File: src/rtl/spi_sensor_sequencer.sv
// spi_sensor_sequencer: round-robin SPI sensor poller with per-transaction timeout and periodic auto sweeps.
// Defining TEMP_ALARM_EN adds sticky per-channel over-threshold alarms (alarm_thresh, alarm_clr, alarm).
module spi_sensor_sequencer #(
    parameter int N_CH = 4,
    parameter int DATA_W = 8,
    parameter int TIMEOUT_CYC = 1024,
    parameter int PERIOD_CYC = 50000,
    localparam int CH_W = N_CH > 1 ? $clog2(N_CH) : 1
) (
    input  logic              clk,
    input  logic              rst,
    input  logic              start,
    input  logic              auto_en,
    output logic              spi_start,
    output logic [CH_W-1:0]   spi_ch,
    input  logic [DATA_W-1:0] spi_data_in,
    input  logic              spi_data_ready,
    output logic [DATA_W-1:0] sample_out,
    output logic [CH_W-1:0]   sample_ch,
    output logic              data_valid,
    output logic              timeout_err,
    output logic              sweep_done,
    output logic              busy
`ifdef TEMP_ALARM_EN
    ,
    input  logic [DATA_W-1:0] alarm_thresh,
    input  logic              alarm_clr,
    output logic [N_CH-1:0]   alarm
`endif
);
    typedef enum logic [2:0] {IDLE, REQUEST, WAIT, DONE, ERR, GAP} state_t;
    localparam int CNT_W = $clog2((TIMEOUT_CYC > PERIOD_CYC ? TIMEOUT_CYC : PERIOD_CYC) + 1);
    localparam logic [CH_W-1:0] LAST_CH = CH_W'(N_CH - 1);
    state_t state, state_d;
    logic [CNT_W-1:0] cnt, cnt_d;
    logic [CH_W-1:0] ch_d;
    logic last, timed_out, gap_end;
    always_comb begin
        last = spi_ch == LAST_CH;
        timed_out = cnt == CNT_W'(TIMEOUT_CYC - 1);
        gap_end = cnt == CNT_W'(PERIOD_CYC - 1);
        state_d = state;
        case (state)
            IDLE:      state_d = (start || auto_en) ? REQUEST : IDLE;
            REQUEST:   state_d = WAIT;
            WAIT:      state_d = spi_data_ready ? DONE : timed_out ? ERR : WAIT;
            DONE, ERR: state_d = !last ? REQUEST : auto_en ? GAP : IDLE;
            GAP:       state_d = !auto_en ? IDLE : gap_end ? REQUEST : GAP;
            default:   state_d = IDLE;
        endcase
        ch_d = (state == DONE || state == ERR) ? (last ? '0 : spi_ch + CH_W'(1)) : spi_ch;
        // the REQUEST cycle counts as the first cycle of the timeout window
        cnt_d = (state == WAIT || state == GAP) ? cnt + CNT_W'(1) : state == REQUEST ? CNT_W'(1) : '0;
    end
    always_ff @(posedge clk or posedge rst) begin
        if (rst) begin
            state <= IDLE;
            cnt <= '0;
            spi_ch <= '0;
            sample_out <= '0;
            sample_ch <= '0;
        end else begin
            state <= state_d;
            cnt <= cnt_d;
            spi_ch <= ch_d;
            if (state == WAIT && spi_data_ready) begin
                sample_out <= spi_data_in;
                sample_ch <= spi_ch;
            end
        end
    end
    assign spi_start = state == REQUEST;
    assign data_valid = state == DONE;
    assign timeout_err = state == ERR;
    assign sweep_done = (state == DONE || state == ERR) && last;
    assign busy = state != IDLE;
`ifdef TEMP_ALARM_EN
    logic [N_CH-1:0] alarm_set;
    assign alarm_set = (data_valid && sample_out > alarm_thresh) ? N_CH'(1) << sample_ch : '0;
    always_ff @(posedge clk or posedge rst) begin
        if (rst) alarm <= '0;
        else alarm <= (alarm & {N_CH{~alarm_clr}}) | alarm_set;
    end
`endif
endmodule

File: config.mk
export PLATFORM = sky130hd
export DESIGN_NAME = spi_sensor_sequencer
export DESIGN_NICKNAME = d
export VERILOG_FILES = /design/src/rtl/spi_sensor_sequencer.sv
export SDC_FILE = /design/constraint.sdc
export NUM_CORES = 1
export LEC_CHECK = 0
export ABC_AREA = 1
export CORE_ASPECT_RATIO = 1.2
export CORE_MARGIN = 5
export CORE_UTILIZATION = 51
export CTS_CLUSTER_DIAMETER = 200
export DETAILED_ROUTE_END_ITERATION = 8
export PLACE_DENSITY = 0.79
export SYNTH_ARGS = -nofsm -noshare
export SYNTH_HDL_FRONTEND = slang
export SYNTH_SLANG_ARGS = --single-unit
File: constraint.sdc
create_clock -name clk -period 1.5 [get_ports clk]
set_input_delay 0.3 -clock clk [delete_from_list [all_inputs] [get_ports clk]]
set_output_delay 0.3 -clock clk [all_outputs]
set_load 0.02 [all_outputs]
==> results of run 1 <==
[cell usage in the layout, fill, tap and decap left out]
cell type	instances
o21a_1	1
a21oi_1	6
nand2_2	3
nand2_4	1
buf_2	1
buf_4	13
o21ai_0	8
clkdlybuf4s50_1	12
inv_1	20
nor2_2	5
clkbuf_8	2
nor3_2	2
nand4_1	6
dfrtp_2	1
or2_0	1
nor3_1	1
clkbuf_2	2
clkbuf_4	5
nand3_1	10
inv_2	5
nor2_1	36
dlygate4sd2_1	10
clkbuf_1	1
buf_6	2
buf_12	1
nand2_1	71
o21ai_1	2
nor2_4	2
o21bai_1	1
ha_1	2
dfrtp_1	30
[worst max-delay path, stage by stage, from the launching register on]
cell and delay, ns:
dfrtp_1 0.43, inv_2 0.09, nand2_2 0.05, nor2_2 0.09
nor2_1 0.07, nor2_1 0.10, buf_4 0.15
[layout make-up]
class                           count  share of cell area [%]
Clock buffer                        8                    3.32
Inverter                           25                    4.53
Multi-Input combinational cell    158                    35.0
Sequential cell                    31                    37.5
Tap cell                           36                    2.17
Timing Repair Buffer               41                    17.5
[worst min-delay path by stage]
stage               slack (ns)  depth (start not counted)          start       endpoint
floorplan                 0.40                          1            rst         cnt[0]
global placement          0.45                          2  sample_out[4]  sample_out[4]
detailed placement        0.46                          2  sample_out[6]  sample_out[6]
CTS                       0.29                          3            rst  sample_out[6]
global route              0.31                          3            rst        cnt[14]
finish                    0.29                          3            rst        cnt[12]
[registers in the layout, summed over array words and instances, names as in the netlist]
| register | count |
|---|---|
| state | 3 |
| spi_ch | 2 |
| cnt | 16 |
| sample_out | 8 |
| sample_ch | 2 |
[per-layer routing]
metal	global-route usage, %	routed length [µm]	vias to the layer above
met5	0	0	-
met1	22.0	1490	667
met3	7.48	225	7
li1	-	-	769
met2	31.7	1750	40
met4	6.02	53	0
[repair_timing]
item,CTS,global route
pin swaps,1,1
endpoints found under the setup margin,17,21
hold buffers,0,0
resized for setup,41,12
[per-stage QoR]
stage / total power (µW) / utilization, % / hold slack, ns / cell area, µm²
2_1_floorplan: 1970 / - / 0.404 / 1580
3_5_place_dp: 2730 / 66.4 / 0.458 / 2010
6_report: 3170 / 68.4 / 0.290 / 2070
3_3_place_gp: 2700 / 66.4 / 0.453 / 2010
5_1_grt: 3430 / 68.4 / 0.310 / 2070
4_1_cts: 3190 / 68.1 / 0.287 / 2060
[power breakdown]
part | switching [µW] | internal (µW) | total, µW
clock | 280 | 276 | 555
sequential | 138 | 1050 | 1190
combinational | 850 | 582 | 1430
[kinds of logic (layout without fill, tap and decap cells)]
| logic type | Yosys count | after routing | synth area share [%] |
|---|---|---|---|
| buffers and inverters | 27 | 74 | 6.59 |
| AO/OA/AOI/OAI | 18 | 18 | 6.03 |
| AND/OR/NAND/NOR | 138 | 138 | 36.6 |
| flip-flops | 31 | 31 | 49.2 |
| adder cells (fa/ha/maj) | 2 | 2 | 1.59 |
==> impl_metrics.ini, run 1 <==
[status]
outcome = complete, but fails checks
violations = setup timing

[setup_path]
cp_data_required_time_ns = 1.20
cp-endpoint = sweep_done
r2r-end = cnt[4]
arrival_ns = 1.32
cp-startpoint = state[2]
worstPathMaxFanout = 4
r2r_setup_slack_ns = 0.09
worstSetupPathType = reg2out
r2r_cells = 7
start_kind = flop
setup.worst_path.end_class = output pin
r2r_start = state[0]

[cells_and_area]
drive_above_1_share_pct = 17.1
area_growth_pct = 31.4
n_antenna_cell = 0
num-fill-cells = 279
register_area_um2 = 777
final_nets = 277
fin_cells = 299
multiInputGateArea_um2 = 724

[synth]
seq_area_frac_synth_pct = 49.2
synthTopCellsByArea = dfrtp_1 49%, nand2_1 17%, nor2_1 9.0%
synthCells = 216
synth_common_cells = 72 x nand2_1, 38 x nor2_1, 31 x dfrtp_1
synthesis.nets = 231
yosysWarnings = 0
ys_seq_elements = 31
synth_edf_count = 0
synth_top_flop_cell = dfrtp_1
netlist-cell-type-count = 19
yosys.area.top_type = dfrtp_1
ys_async_sr_fraction_pct = 100
syn_avg_cell_area_um2 = 7.30
syn_area_um2 = 1580
synth_top_area_share_pct = 49.2
post-synth-top-count-cell = nand2_1

[grt]
grt_pass1_vias = 1490
grt_pass1_wl_um = 6220
grt_max_degree = 32
antenna_found_initial = 0
track_usage_pct = 19.0
gr-total-overflow = 0

[clock_tree]
path_clk_slew_ns = 0.10
postCtsSetupBuffers = 0
cts_tree = done
cts_buffers = 5
insertion_delay_ns = 0.33
root_buffer = clkbuf_4
clock_path_buffers = 2
clock_sinks = 31
h-tree-depth = 2

[timing]
finalSetupViolations = 4
totalNegativeSetupSlack_ns = -0.210
worst_slack_ns = -0.116
period_share_pct = 108
max_freq_mhz = 619
slew_violations = 0
clock_skew_ns = 0.00802
min_period_ns = 1.62
hold_violations = 0
slew_headroom_pct = 82.4
rsz0062_at_grt = yes
worst_pin_slew_ns = 0.263

[detailed_routing]
post_drt_wl_per_cell_um = 11.8
wl_um = 3510
vias = 1483
first_iter_violations = 72
drcViolationCount = 0
dr.pass1.iters = 4
ant_nets = 0
vias_per_cell = 4.96

[power]
peakVddDrop_v = 0.00120
p_per_area_nw_per_um2 = 1530
p_leak_uw = 0.000991

[floorplan]
coreArea_um2 = 3030
initial_utilization_pct = 52.1
row_count = 22
die_w_um = 60.8
dieArea_um2 = 4310
io_pins = 30
die_y_um = 70.9

[place]
io_buffers = 29
place_ws_ns = -0.190
dp_hpwl_um = 2610
place_congestion = 0.855
dp_cells = 291

[worst_hold_path]
hold_path.class = in2async

[run]
cap_violations = 0
No activity file was read; power rests on OpenSTA's default activity.
==> inputs of run 2 (changes only) <==
- HOLD_SLACK_MARGIN: unset -> 0.15
- PLACE_DENSITY: 0.79 -> 0.85
==> impl_metrics.ini, run 2 (synthesized netlist as in run 1, its figures left out) <==
[timing]
finalSetupViolations = 5
hold_violations = 0
min_period_ns = 1.64
totalNegativeSetupSlack_ns = -0.307
slew_violations = 0
rsz0062_at_grt = yes
worst_slack_ns = -0.136
slew_headroom_pct = 81.8
period_share_pct = 109
whs_ns = 0.287
clock_skew_ns = 0.0127
worst_pin_slew_ns = 0.271
max_freq_mhz = 611

[power]
peakVddDrop_v = 0.00158
p_per_area_nw_per_um2 = 1540
seq_power_share_pct = 35.8
p_leak_uw = 0.00101
switching_share_pct = 40.4
pwr-share-comb_pct = 50.1
p_int_uw = 1950
clkPwrFrac_pct = 14.1
switchingPower_uw = 1320

[cells_and_area]
largest_register_ffs = 16
largest_register = cnt
finalCoreUtilization_pct = 70.0
final_common_cell = nand2_1
drive_above_1_share_pct = 18.0
num-fill-cells = 239
mostFrequentLayoutCells = 69 x nand2_1, 35 x nor2_1, 31 x dfrtp_1
area_growth_pct = 34.4
n_antenna_cell = 0
largestRegisters = cnt (16), sample_out (8), state (3)
final_cell_area_um2 = 2120
final_nets = 281

[setup_path]
worstPathMaxFanout = 3
r2r-end = state[2]
crit_family = flip-flops
arrival_ns = 1.34
setup.worst_path.end_class = output pin
path_common_cell = nor2_1
path_buf_inv = 2
cp_data_required_time_ns = 1.20
r2r_start = cnt[0]
crit_slowest_cell = dfrtp_1
r2r_setup_slack_ns = 0.12
r2r_cells = 8
slowest_delay_ns = 0.42
crit_chain = inv_2 -> nand2_2 -> nor2_4 -> nor2_1 -> nor2_1 -> buf_4
worstSetupPathType = reg2out
cp_num_cells = 6
start_kind = flop

[grt]
grt_pass1_vias = 1575
gr-total-overflow = 0
grt_pass1_wl_um = 6520
track_usage_pct = 20.2
grt_max_degree = 32
antenna_found_initial = 0

[detailed_routing]
dr.pass1.iters = 4
first_iter_violations = 53
vias_per_cell = 5.09
ant_nets = 0
drcViolationCount = 0
vias = 1543
post_drt_wl_per_cell_um = 12.3
wl_um = 3730

[status]
outcome = complete, but fails checks
violations = setup timing

[clock_tree]
clock_sinks = 31
path_clk_slew_ns = 0.10
root_buffer = clkbuf_4
cts_tree = done
cts_buffers = 5
insertion_delay_ns = 0.34
clock_path_buffers = 2
h-tree-depth = 2

[place]
dp_hpwl_um = 2800
place_congestion = 0.877
postPlaceCellArea_um2 = 2020
io_buffers = 29

[floorplan]
row_count = 22
io_pins = 30
coreArea_um2 = 3030
die_w_um = 60.8
dieArea_um2 = 4310
die_y_um = 70.9
initial_utilization_pct = 52.1

[run]
cap_violations = 0

[worst_hold_path]
hold_path.class = in2async
-- run 2: through the flow --
stage	setup slack, ns	instances	power, µW
after floorplan	0.0435	216	1970
after global placement	-0.167	292	2700
after detailed placement	-0.201	292	2750
after CTS	-0.122	301	3190
after global routing	-0.261	303	3540
final	-0.136	303	3270
-- run 2: routing by layer --
metal  routed length (µm)  part of all wire, %  global-route usage (%)
met5                    0                    0                       0
met4                  143                  3.8                    11.1
met3                  267                  7.2                    6.75
met2                 1880                   50                    33.3
met1                 1450                   39                    22.2
-- run 2: final cells by class --
class	instances	area, µm²	area share (%)
Clock inverter	1	5.00	0.236
Tap cell	36	45.0	2.13
Inverter	25	93.8	4.43
Sequential cell	31	776	36.6
Clock buffer	7	45.0	2.13
Timing Repair Buffer	45	423	20.0
Multi-Input combinational cell	158	732	34.5
-- run 2: worst max-delay path by stage --
| stage | startpoint | endpoint | slack, ns |
|---|---|---|---|
| after floorplan | state[2] | sweep_done | 0.04 |
| after global placement | state[0] | sweep_done | -0.17 |
| after detailed placement | state[2] | sweep_done | -0.20 |
| after CTS | state[2] | sweep_done | -0.12 |
| after global routing | state[2] | sweep_done | -0.26 |
| final | state[2] | sweep_done | -0.14 |
-- run 2: what timing repair did --
| item | CTS | global route |
|---|---|---|
| cloned | 0 | 0 |
| pin swaps | 3 | 1 |
| gates resized for setup | 47 | 9 |
| buffers inserted | 1 | 2 |
| hold buffers | 0 | 0 |
| endpoints found under the setup margin | 18 | 14 |
-- run 2: tightest hold or removal path, stage by stage --
cell             delay (ns)
clkdlybuf4s50_1        0.39
inv_1                  0.09
buf_12                 0.20
-- run 2: power groups by stage --
stage / registers, µW / clock network (µW) / logic (µW)
after floorplan: 1370 / 0 / 602
after global placement: 1180 / 0 / 1520
after detailed placement: 1180 / 0 / 1570
after CTS: 1170 / 482 / 1530
after global routing: 1200 / 525 / 1810
final: 1170 / 461 / 1640
